File: src/rtl/cpu_pkg.sv
// Shared CPU-side definitions: boot loader command codes, frame marker and loader state encoding.
package cpu_pkg;

    localparam logic [7:0] CMD_LOAD_IMEM = 8'h00;
    localparam logic [7:0] CMD_LOAD_DMEM = 8'h01;
    localparam logic [7:0] CMD_RUN       = 8'hFF;
    localparam logic [7:0] SYNC_DEFAULT  = 8'hA5;

    typedef enum logic [3:0] {
        LD_IDLE,
        LD_CMD,
        LD_ADDR_H,
        LD_ADDR_L,
        LD_LEN_H,
        LD_LEN_L,
        LD_DATA_H,
        LD_DATA_L,
        LD_CSUM,
        LD_RUN
    } loader_state_e;

endpackage

File: src/rtl/prog_loader.sv
// Byte-stream boot loader: parses SYNC/CMD/ADDR/LEN/DATA/CSUM frames, streams 16-bit words into
// imem/dmem and releases the CPU reset once a RUN frame with a good checksum is accepted.
module prog_loader
    import cpu_pkg::*;
#(
    parameter int         ADDR_W    = 8,
    parameter logic [7:0] SYNC_BYTE = SYNC_DEFAULT
) (
    input  logic              clk,
    input  logic              rst,
    input  logic              in_valid,
    input  logic [7:0]        in_data,
    output logic              in_ready,
    output logic              imem_we,
    output logic              dmem_we,
    output logic [ADDR_W-1:0] mem_addr,
    output logic [15:0]       mem_wdata,
    output logic              cpu_rst,
    output logic              busy,
    output logic              err,
    output loader_state_e     dbg_state
);

    // Handshake: a byte is consumed on every rising clk edge where in_valid && in_ready;
    // in_ready is high in every state except RUN, so no bubbles are inserted by the loader.

    loader_state_e     state_q, state_d;
    logic [7:0]        sum_q;
    logic [7:0]        sum_next;
    logic              tgt_dmem_q;
    logic              run_q;
    logic [ADDR_W-1:0] addr_q;
    logic [15:0]       cnt_q;
    logic [7:0]        data_h_q;
    logic              xfer;
    logic              wr_fire;
    logic              err_set;

    assign in_ready  = (state_q != LD_RUN);
    assign cpu_rst   = (state_q != LD_RUN);
    assign busy      = (state_q != LD_IDLE) && (state_q != LD_RUN);
    assign dbg_state = state_q;
    assign xfer      = in_valid && in_ready;
    assign sum_next  = sum_q + in_data;

    always_comb begin
        state_d = state_q;
        wr_fire = 1'b0;
        err_set = 1'b0;
        if (xfer) begin
            case (state_q)
                LD_IDLE:   if (in_data == SYNC_BYTE) state_d = LD_CMD;
                LD_CMD: begin
                    if (in_data == CMD_LOAD_IMEM || in_data == CMD_LOAD_DMEM) begin
                        state_d = LD_ADDR_H;
                    end else if (in_data == CMD_RUN) begin
                        state_d = LD_CSUM;
                    end else begin
                        err_set = 1'b1;
                        state_d = LD_IDLE;
                    end
                end
                LD_ADDR_H: state_d = LD_ADDR_L;
                LD_ADDR_L: state_d = LD_LEN_H;
                LD_LEN_H:  state_d = LD_LEN_L;
                LD_LEN_L:  state_d = ({cnt_q[7:0], in_data} == 16'd0) ? LD_CSUM : LD_DATA_H;
                LD_DATA_H: state_d = LD_DATA_L;
                LD_DATA_L: begin
                    wr_fire = 1'b1;
                    state_d = (cnt_q == 16'd1) ? LD_CSUM : LD_DATA_H;
                end
                LD_CSUM: begin
                    if (sum_next != 8'h00) begin
                        err_set = 1'b1;
                        state_d = LD_IDLE;
                    end else begin
                        state_d = run_q ? LD_RUN : LD_IDLE;
                    end
                end
                LD_RUN:    state_d = LD_RUN;
                default:   state_d = LD_IDLE;
            endcase
        end
    end

    always_ff @(posedge clk or posedge rst) begin
        if (rst) begin
            state_q    <= LD_IDLE;
            sum_q      <= 8'h00;
            tgt_dmem_q <= 1'b0;
            run_q      <= 1'b0;
            addr_q     <= '0;
            cnt_q      <= 16'd0;
            data_h_q   <= 8'h00;
            imem_we    <= 1'b0;
            dmem_we    <= 1'b0;
            mem_addr   <= '0;
            mem_wdata  <= 16'h0000;
            err        <= 1'b0;
        end else begin
            state_q <= state_d;
            imem_we <= wr_fire && !tgt_dmem_q;
            dmem_we <= wr_fire && tgt_dmem_q;
            if (err_set) err <= 1'b1;
            if (xfer) begin
                case (state_q)
                    LD_IDLE: if (in_data == SYNC_BYTE) sum_q <= 8'h00;
                    LD_CMD: begin
                        sum_q      <= sum_next;
                        tgt_dmem_q <= (in_data == CMD_LOAD_DMEM);
                        run_q      <= (in_data == CMD_RUN);
                    end
                    // Address bytes shift in; only the low ADDR_W bits survive.
                    LD_ADDR_H: begin
                        sum_q  <= sum_next;
                        addr_q <= ADDR_W'(in_data);
                    end
                    LD_ADDR_L: begin
                        sum_q  <= sum_next;
                        addr_q <= ADDR_W'({addr_q, in_data});
                    end
                    LD_LEN_H: begin
                        sum_q <= sum_next;
                        cnt_q <= {8'h00, in_data};
                    end
                    LD_LEN_L: begin
                        sum_q <= sum_next;
                        cnt_q <= {cnt_q[7:0], in_data};
                    end
                    LD_DATA_H: begin
                        sum_q    <= sum_next;
                        data_h_q <= in_data;
                    end
                    LD_DATA_L: begin
                        sum_q     <= sum_next;
                        mem_addr  <= addr_q;
                        mem_wdata <= {data_h_q, in_data};
                        addr_q    <= addr_q + ADDR_W'(1);
                        cnt_q     <= cnt_q - 16'd1;
                    end
                    LD_CSUM:   sum_q <= sum_next;
                    default:   ;
                endcase
            end
        end
    end

endmodule

File: config.mk
export PLATFORM = sky130hd
export DESIGN_NAME = prog_loader
export DESIGN_NICKNAME = d
export VERILOG_FILES = /design/src/rtl/cpu_pkg.sv /design/src/rtl/prog_loader.sv
export SDC_FILE = /design/constraint.sdc
export NUM_CORES = 1
export LEC_CHECK = 0
export ABC_AREA = 1
export BUFFER_PORTS_ARGS = -buffer_cell sky130_fd_sc_hd__buf_4
export CORE_MARGIN = 2
export CORE_UTILIZATION = 40
export DETAILED_ROUTE_END_ITERATION = 16
export GPL_ROUTABILITY_DRIVEN = 0
export PLACE_DENSITY = 0.67
export SLEW_MARGIN = 20
export SYNTH_ARGS = -nofsm -noshare
export SYNTH_HDL_FRONTEND = slang
export SYNTH_SLANG_ARGS = --single-unit
File: constraint.sdc
create_clock -name clk -period 6.8 [get_ports clk]
set_clock_uncertainty 0.2 [all_clocks]
set_input_delay 1.36 -clock clk [delete_from_list [all_inputs] [get_ports clk]]
set_output_delay 1.36 -clock clk [all_outputs]
set_load 0.05 [all_outputs]
==> impl_metrics.py, run 1 <==
metrics = {
    "setup_path": {
        "arrival_ps": 1610,
        "cp-start-kind": "flop",
        "critPathSlowestCell": "dfrtp_1",
        "path_buf_inv": 2,
        "cp.required_ps": 5240,
        "path_delay_family": "flip-flops",
        "crit_fanout": 8,
        "end_kind": "primary output",
        "worstPathCellList": "nand2_2 -> nor3_2 -> inv_1 -> buf_4",
        "critPathMaxStageDelay_ps": 510,
        "crit_type": "flop to primary output",
    },
    "power": {
        "power_frac_comb_pct": 47.4,
        "power_density_mw_per_mm2": 434,
        "cellLeakagePower_nw": 2.32,
        "p_int_mw": 1.05,
        "pwr-share-seq_pct": 36.9,
        "clockPowerShare_pct": 15.7,
        "p_sw_mw": 0.949,
        "sw_frac_of_total_pct": 47.5,
        "ir_drop_mv": 0.284,
    },
    "cells_and_area": {
        "drive_above_1_share_pct": 13.9,
        "n_fill_cell": 955,
        "diodes": 0,
        "fin_nets": 585,
        "syn_to_final_growth_pct": 15.5,
        "fin_cells": 701,
    },
    "route": {
        "postRouteAntennaNets": 0,
        "num_vias": 3572,
        "avgRoutedWirePerCell_um": 14.0,
        "drtPass1Iterations": 7,
        "drt_iter0_drc": 301,
        "drc_errors": 0,
        "routed_via_density": 5.10,
        "routed_wl_mm": 9.78,
    },
    "clock_tree": {
        "cts_resized": 0,
        "cts_made_buffers": 9,
        "holdBufCountCts": 0,
        "cts_root_buf": "clkbuf_8",
        "cts.sinks": 73,
        "tritoncts": "yes",
        "clock_latency_ps": 340,
        "clockBufferDepth": 2,
        "cts_setup_buffers": 0,
        "htree_levels": 3,
        "path_clk_slew_ps": 80,
    },
    "floorplanning": {
        "initial_utilization_pct": 41.0,
        "core_area_sq_mm": 0.00973,
        "die_w_um": 104,
        "die_h_um": 104,
        "ios": 45,
        "rows": 36,
        "dieArea_sq_mm": 0.0108,
    },
    "synthesis": {
        "yosys_warnings": 0,
        "synth_nets": 542,
        "ys_types": 31,
        "synth_area_per_cell_sq_um": 7.66,
        "synthCells": 520,
        "synth_seq_cells": 73,
        "yosysSeqAreaShare_pct": 45.8,
        "netlist_area_sq_mm": 0.00399,
    },
    "timing": {
        "final-hold-violation-count": 0,
        "relSlewSlack_pct": 37.2,
        "fmaxAchievable_mhz": 315,
        "period_minus_slack_ps": 3170,
        "drv_slew": 0,
        "period_share_pct": 46.7,
        "whs_ps": 222,
        "rsz0062_at_grt": "false",
        "finalSetupViolCount": 0,
        "tightest_slew_ps": 943,
        "tns_ps": 0,
    },
    "global_route": {
        "antenna_found_initial": 0,
        "grt_first_pass_wirelength_mm": 16.7,
        "grt_usage_pct": 18.7,
        "first_global_vias": 3415,
        "grt_max_degree": 74,
        "grt_overflow": 0,
    },
    "outcome": {
        "outcome": "complete, no violations",
    },
    "placement": {
        "place_inst": 685,
        "dp_hpwl_mm": 7.11,
        "numPortBuffers": 44,
    },
    "run": {
        "cap_violations": 0,
    },
    "min_path": {
        "hold_class": "flop to flop",
    },
}
==> through the flow <==
stage                     power, mW  cell area (sq um)  setup slack [ps]  util, %
after global placement         1.66               4430              3540     45.5
after detailed placement       1.68               4430              3430     45.5
after global routing           2.15               4600              3490     47.3
after CTS                      2.00               4600              3620     47.3
final                          2.00               4600              3630     47.3
after floorplan                1.42               3990              3390        -
==> synthesized netlist by cell type, drive strengths merged <==
library cell / instances / share of area [%]
a21oi: 15 / 1.9
a22oi: 5 / 0.94
a31oi: 8 / 1.3
a41oi: 1 / 0.22
buf: 8 / 1.1
clkbuf: 5 / 0.47
dfrtp: 73 / 46
fa: 1 / 0.50
ha: 10 / 3.1
inv: 65 / 6.1
mux2: 9 / 2.5
nand2: 134 / 13
nand3: 28 / 3.5
nand4: 8 / 1.3
nor2: 60 / 6.0
nor3: 9 / 1.4
o21ai: 70 / 8.9
o22ai: 2 / 0.31
o31ai: 1 / 0.19
or2: 2 / 0.31
xnor2: 3 / 0.66
xor2: 3 / 0.66
==> worst paths after layout <==
path,slack (ps),to,depth (start not counted),start
max in group asynchronous,4680,run_q,3,rst
min in group asynchronous,1090,mem_wdata[8],3,rst
setup / recovery,3630,in_ready,4,dbg_state[0]
hold / removal,220,imem_we,1,tgt_dmem_q
hold reg to reg,220,imem_we,1,tgt_dmem_q
setup reg to reg,4330,mem_wdata[15],4,dbg_state[0]
==> cell usage in the layout, fill, tap and decap left out, types with 5 or more instances in the layout <==
cell type  count
a21oi_1       15
a22oi_1        5
a31oi_1        8
buf_4         45
clkbuf_8      10
dfrtp_1       73
ha_1          10
inv_1         57
inv_2          8
mux2_1         8
nand2_1      132
nand3_1       28
nand4_1        8
nor2_1        56
nor3_1         7
o21ai_0       64
o21ai_1        5
==> registers in the layout, indices dropped and copies added (netlist names), 4 cells and up <==
signal     count
cnt_q         16
mem_wdata     16
addr_q         8
data_h_q       8
mem_addr       8
sum_q          8
dbg_state      4
==> layer usage <==
metal / track usage, % / wire length (um) / vias to the layer above
met2: 29.7 / 4390 / 108
met1: 26.7 / 4730 / 1667
met4: 5.50 / 131 / 0
met3: 2.71 / 539 / 15
li1: - / - / 1782
met5: 0 / 0 / -
==> power groups by stage <==
| stage | Clock (mW) | Combinational (mW) | Sequential, mW |
|---|---|---|---|
| 6_report | 0.313 | 0.948 | 0.737 |
| 3_5_place_dp | 0 | 0.942 | 0.743 |
| 2_1_floorplan | 0 | 0.504 | 0.919 |
| 4_1_cts | 0.317 | 0.945 | 0.736 |
| 3_3_place_gp | 0 | 0.921 | 0.741 |
| 5_1_grt | 0.335 | 1.05 | 0.763 |
==> worst reg2reg max path, delay by kind of cell (launching register included) <==
kind | cells | cell delay, ps
DFF | 1 | 510
muxes | 1 | 490
and+or+nand+nor | 3 | 1150
==> cell families (layout without fill, tap and decap cells) <==
group	count (synthesis)	count (layout)	synth area share [%]
buffers and inverters	78	126	7.72
multiplexers	9	9	2.54
flip-flops	73	73	45.8
AND/OR/NAND/NOR	241	241	25.2
AO/OA/AOI/OAI	102	102	13.7
XOR/XNOR	6	6	1.32
adder cells (fa/ha/maj)	11	11	3.64
==> final cells by class <==
type,count,area (sq um),area share (%)
Clock buffer,12,145,3.15
Clock inverter,4,27.5,0.598
Inverter,65,244,5.30
Multi-Input combinational cell,369,1860,40.3
Sequential cell,73,1830,39.7
Tap cell,133,166,3.61
Timing Repair Buffer,45,338,7.34
Note: power is estimated with default switching activity, not from simulation.
==> run 2: changes to the inputs <==
--- a/config.mk
+++ b/config.mk
@@ -11,7 +11,7 @@
 export CORE_UTILIZATION = 40
 export DETAILED_ROUTE_END_ITERATION = 16
 export GPL_ROUTABILITY_DRIVEN = 0
-export PLACE_DENSITY = 0.67
+export PLACE_DENSITY = 0.69
 export SLEW_MARGIN = 20
 export SYNTH_ARGS = -nofsm -noshare
 export SYNTH_HDL_FRONTEND = slang
==> constraint.sdc (replaced) <==
create_clock -name clk -period 2.9 [get_ports clk]
set_clock_uncertainty 0.2 [all_clocks]
set_input_delay 0.58 -clock clk [delete_from_list [all_inputs] [get_ports clk]]
set_output_delay 0.58 -clock clk [all_outputs]
set_load 0.05 [all_outputs]
==> impl_metrics.py, run 2 (synthesized netlist as in run 1, its figures left out) <==
metrics = {
    "route": {
        "routed_via_density": 5.09,
        "routed_wl_mm": 9.31,
        "drc_errors": 0,
        "num_vias": 3582,
        "avgRoutedWirePerCell_um": 13.2,
        "postRouteAntennaNets": 0,
        "drtPass1Iterations": 5,
        "drt_iter0_drc": 269,
    },
    "power": {
        "ir_drop_mv": 0.472,
        "cellLeakagePower_nw": 2.36,
        "power_density_mw_per_mm2": 1020,
    },
    "floorplanning": {
        "rows": 36,
        "initial_utilization_pct": 41.0,
        "ios": 45,
        "die_h_um": 104,
        "die_w_um": 104,
        "core_area_sq_mm": 0.00973,
        "dieArea_sq_mm": 0.0108,
    },
    "clock_tree": {
        "clockBufferDepth": 2,
        "cts_setup_buffers": 0,
        "htree_levels": 3,
        "cts.sinks": 73,
        "cts_root_buf": "clkbuf_8",
        "cts_resized": 0,
        "holdBufCountCts": 0,
        "tritoncts": "yes",
        "cts_made_buffers": 9,
        "path_clk_slew_ps": 90,
        "clock_latency_ps": 360,
    },
    "setup_path": {
        "worstPathCellList": "nand2_2 -> nor3_2 -> inv_1 -> buf_4",
        "ff2ff_path_depth": 9,
        "r2r_start": "dbg_state[0]",
        "regToRegSetupSlack_ps": 720,
        "arrival_ps": 1570,
        "cp-start-kind": "flop",
        "end_kind": "primary output",
        "crit_fanout": 8,
        "cp.required_ps": 2120,
        "crit_type": "flop to primary output",
        "critPathMaxStageDelay_ps": 510,
        "r2r_end": "sum_q[2]",
        "critPathSlowestCell": "dfrtp_1",
    },
    "timing": {
        "final-hold-violation-count": 0,
        "period_share_pct": 81.2,
        "fmaxAchievable_mhz": 425,
        "drv_slew": 0,
        "tns_ps": 0,
        "tightest_slew_ps": 659,
        "period_minus_slack_ps": 2350,
        "rsz0062_at_grt": "false",
        "relSlewSlack_pct": 55.9,
        "finalSetupViolCount": 0,
    },
    "run": {
        "cap_violations": 0,
    },
    "cells_and_area": {
        "final_common_cell": "nand2_1",
        "layout_common_cells": "nand2_1, dfrtp_1, o21ai_0",
        "fin_nets": 589,
        "final_util_pct": 47.9,
        "reg_top3": "cnt_q: 16 flops, mem_wdata: 16 flops",
        "diodes": 0,
        "drive_above_1_share_pct": 14.7,
        "syn_to_final_growth_pct": 17.0,
    },
    "global_route": {
        "first_global_vias": 3366,
        "grt_max_degree": 74,
        "grt_overflow": 0,
        "grt_usage_pct": 18.2,
        "grt_first_pass_wirelength_mm": 16.0,
        "antenna_found_initial": 0,
    },
    "placement": {
        "numPortBuffers": 44,
        "dp_hpwl_mm": 6.97,
    },
    "outcome": {
        "outcome": "complete, no violations",
    },
    "min_path": {
        "hold_class": "input pin to asynchronous set/reset pin",
    },
}
-- run 2: changes by cell type in the layout (fill, tap and decap cells not counted), sizes merged --
cell      previous run  this run
clkbuf              12        10
inv                 66        65
clkinvlp             0         1
bufinv               0         1
buf                 45        49
-- run 2: worst max-delay path by stage --
stage                 startpoint            to  slack (ps)  cells past startpoint
floorplan                    rst     addr_q[0]         270                      1
global placement      in_data[0]           err         470                     15
detailed placement    in_data[0]  dbg_state[3]         430                     14
CTS                 dbg_state[0]       cpu_rst         550                      4
global route        dbg_state[0]      in_ready         450                      4
finish              dbg_state[0]       cpu_rst         550                      4
-- run 2: per-stage QoR --
step                      power [mW]  cells  hold WS (ps)  area, sq um  worst slack (ps)
after detailed placement        3.95    689           227         4470               425
final                           4.75    704           110         4660               547
after CTS                       4.77    704           127         4660               552
after floorplan                 3.34    520           203         3990               267
after global placement          3.90    689           219         4470               469
after global routing            5.13    704           133         4660               447
-- run 2: power breakdown --
| part | total, mW | switching (mW) | internal (mW) |
|---|---|---|---|
| Sequential | 1.72 | 0.306 | 1.41 |
| Clock | 0.810 | 0.395 | 0.415 |
| Combinational | 2.22 | 1.49 | 0.724 |
-- run 2: cell type report --
type / count / area (sq um)
inverters: 65 / 244
multi-input cells: 369 / 1850
repair buffers: 49 / 380
well taps: 133 / 166
flip-flops and latches: 73 / 1830
clock inverters: 5 / 56.3
fillers: 985 / 5070
clock buffers: 10 / 138
-- run 2: routing by layer --
layer / track usage, % / vias up / part of all wire (%)
met5: 0 / - / 0
met4: 7.34 / 0 / 2.5
met3: 3.78 / 18 / 5.2
met2: 28.5 / 117 / 45
met1: 24.8 / 1660 / 48
li1: - / 1787 / -
-- run 2: critical path, delay by kind of cell (launching register included) --
kind / cells / cell delay (ps)
simple gates: 2 / 370
flops: 1 / 510
buf+inv: 2 / 340
==> run 3: changes to the inputs <==
--- a/config.mk
+++ b/config.mk
@@ -11,7 +11,7 @@
 export CORE_UTILIZATION = 40
 export DETAILED_ROUTE_END_ITERATION = 16
 export GPL_ROUTABILITY_DRIVEN = 0
-export PLACE_DENSITY = 0.69
+export PLACE_DENSITY = 0.67
 export SLEW_MARGIN = 20
 export SYNTH_ARGS = -nofsm -noshare
 export SYNTH_HDL_FRONTEND = slang
==> constraint.sdc (replaced) <==
create_clock -name clk -period 2.2 [get_ports clk]
set_clock_uncertainty 0.2 [all_clocks]
set_input_delay 0.44 -clock clk [delete_from_list [all_inputs] [get_ports clk]]
set_output_delay 0.44 -clock clk [all_outputs]
set_load 0.05 [all_outputs]
==> impl_metrics.py, run 3 (synthesized netlist as in run 1, its figures left out) <==
metrics = {
    "outcome": {
        "outcome": "complete, no violations",
    },
    "power": {
        "sw_frac_of_total_pct": 47.1,
        "cellLeakagePower_nw": 2.39,
        "power_density_mw_per_mm2": 1310,
        "pwr-share-seq_pct": 36.6,
        "clockPowerShare_pct": 14.7,
        "p_sw_mw": 2.92,
        "p_int_mw": 3.29,
        "power_frac_comb_pct": 48.7,
        "power.total_mw": 6.21,
        "ir_drop_mv": 0.581,
    },
    "timing": {
        "rsz0062_at_grt": "true",
        "period_minus_slack_ps": 2110,
        "tightest_slew_ps": 533,
        "drv_slew": 0,
        "tns_ps": 0,
        "relSlewSlack_pct": 64.4,
        "period_share_pct": 95.8,
        "fmaxAchievable_mhz": 474,
        "finalSetupViolCount": 0,
        "final-hold-violation-count": 0,
    },
    "global_route": {
        "grt_usage_pct": 18.6,
        "first_global_vias": 3427,
        "grt_max_degree": 69,
        "grt_first_pass_wirelength_mm": 16.5,
        "antenna_found_initial": 0,
        "grt_overflow": 0,
    },
    "clock_tree": {
        "cts.sinks": 73,
        "tritoncts": "yes",
        "path_clk_slew_ps": 80,
        "cts_made_buffers": 9,
        "clockBufferDepth": 2,
        "cts_root_buf": "clkbuf_8",
        "clock_latency_ps": 340,
        "htree_levels": 3,
    },
    "cells_and_area": {
        "syn_to_final_growth_pct": 19.0,
        "fin_cells": 714,
        "final_util_pct": 48.8,
        "fin_nets": 598,
        "layout_common_cells": "nand2_1, dfrtp_1, o21ai_0",
        "drive_above_1_share_pct": 17.4,
        "reg_top3": "cnt_q: 16 flops, mem_wdata: 16 flops",
        "final_common_cell": "nand2_1",
        "diodes": 0,
    },
    "setup_path": {
        "regToRegSetupSlack_ps": 150,
        "ff2ff_path_depth": 14,
        "r2r_start": "sum_q[0]",
        "r2r_end": "err",
        "cp-start-kind": "flop",
        "cp.required_ps": 1560,
        "arrival_ps": 1470,
        "crit_fanout": 6,
        "crit_type": "flop to primary output",
        "end_kind": "primary output",
    },
    "route": {
        "postRouteAntennaNets": 0,
        "drc_errors": 0,
        "routed_wl_mm": 9.67,
        "avgRoutedWirePerCell_um": 13.5,
        "routed_via_density": 5.10,
        "drt_iter0_drc": 173,
        "num_vias": 3640,
        "drtPass1Iterations": 4,
    },
    "floorplanning": {
        "die_w_um": 104,
        "core_area_sq_mm": 0.00973,
        "ios": 45,
        "rows": 36,
        "initial_utilization_pct": 41.0,
        "dieArea_sq_mm": 0.0108,
        "die_h_um": 104,
    },
    "placement": {
        "place_inst": 696,
        "dp_hpwl_mm": 7.16,
        "numPortBuffers": 44,
    },
    "min_path": {
        "whs_endpoint": "imem_we",
        "hold_class": "flop to flop",
        "min-delay-start": "tgt_dmem_q",
        "holdPathStages": 1,
    },
    "run": {
        "cap_violations": 0,
    },
}
[run 3: cell type report]
cell class	instances	area, sq um
clock buffer	11	131
timing repair buffer	58	463
multi-input combinational	369	1870
clock inverter	5	32.5
fill	994	4990
tap	133	166
inverter	65	248
sequential	73	1830
[run 3: power by group through the flow]
stage               Sequential (mW)  Clock, mW  Combinational, mW
floorplan                      2.84          0               1.56
global placement               2.27          0               2.92
detailed placement             2.28          0               2.98
CTS                            2.27      0.935               3.00
global route                   2.35      0.999               3.36
finish                         2.27      0.915               3.02
[run 3: timing repair]
| action | 4_1_cts | 5_1_grt |
|---|---|---|
| setup buffers | 0 | 1 |
| setup endpoints to repair | 2 | 6 |
| gates resized for setup | 1 | 8 |
| hold endpoints to repair | 5 | 0 |
| pin swaps | 0 | 0 |
| hold buffers | 1 | 0 |
[run 3: stage by stage]
stage / instance area (sq um) / hold WS (ps) / worst slack (ps)
2_1_floorplan: 3990 / 203 / -74.8
3_3_place_gp: 4540 / 158 / -64.3
3_5_place_dp: 4540 / 165 / -146
4_1_cts: 4720 / 221 / 33.2
5_1_grt: 4740 / 241 / -0.637
6_report: 4740 / 231 / 92.1
[run 3: routing by layer]
metal  routed length (um)  up-vias  share of wire [%]  GRT usage [%]
met4                  176        0                1.8           5.98
met1                 4670     1730                 48           26.0
met3                  450       19                4.7           4.09
met5                    0        -                  0              0
li1                     -     1808                  -              -
met2                 4370       83                 45           28.8
[run 3: worst max path at each step]
| stage | startpoint | to | slack (ps) | cells past startpoint |
|---|---|---|---|---|
| after floorplan | dbg_state[2] | busy | -70 | 4 |
| after global placement | in_data[0] | err | -60 | 15 |
| after detailed placement | in_data[0] | err | -150 | 15 |
| after CTS | sum_q[0] | dbg_state[3] | 30 | 13 |
| after global routing | sum_q[0] | dbg_state[0] | -0.6 | 13 |
| final | dbg_state[1] | cpu_rst | 90 | 5 |
[run 3: worst max-delay path, cell delays in order (launching register included)]
cell	delay (ps)
dfrtp_1	410
inv_2	110
nand2_2	110
nor3_4	200
inv_2	100
buf_4	200
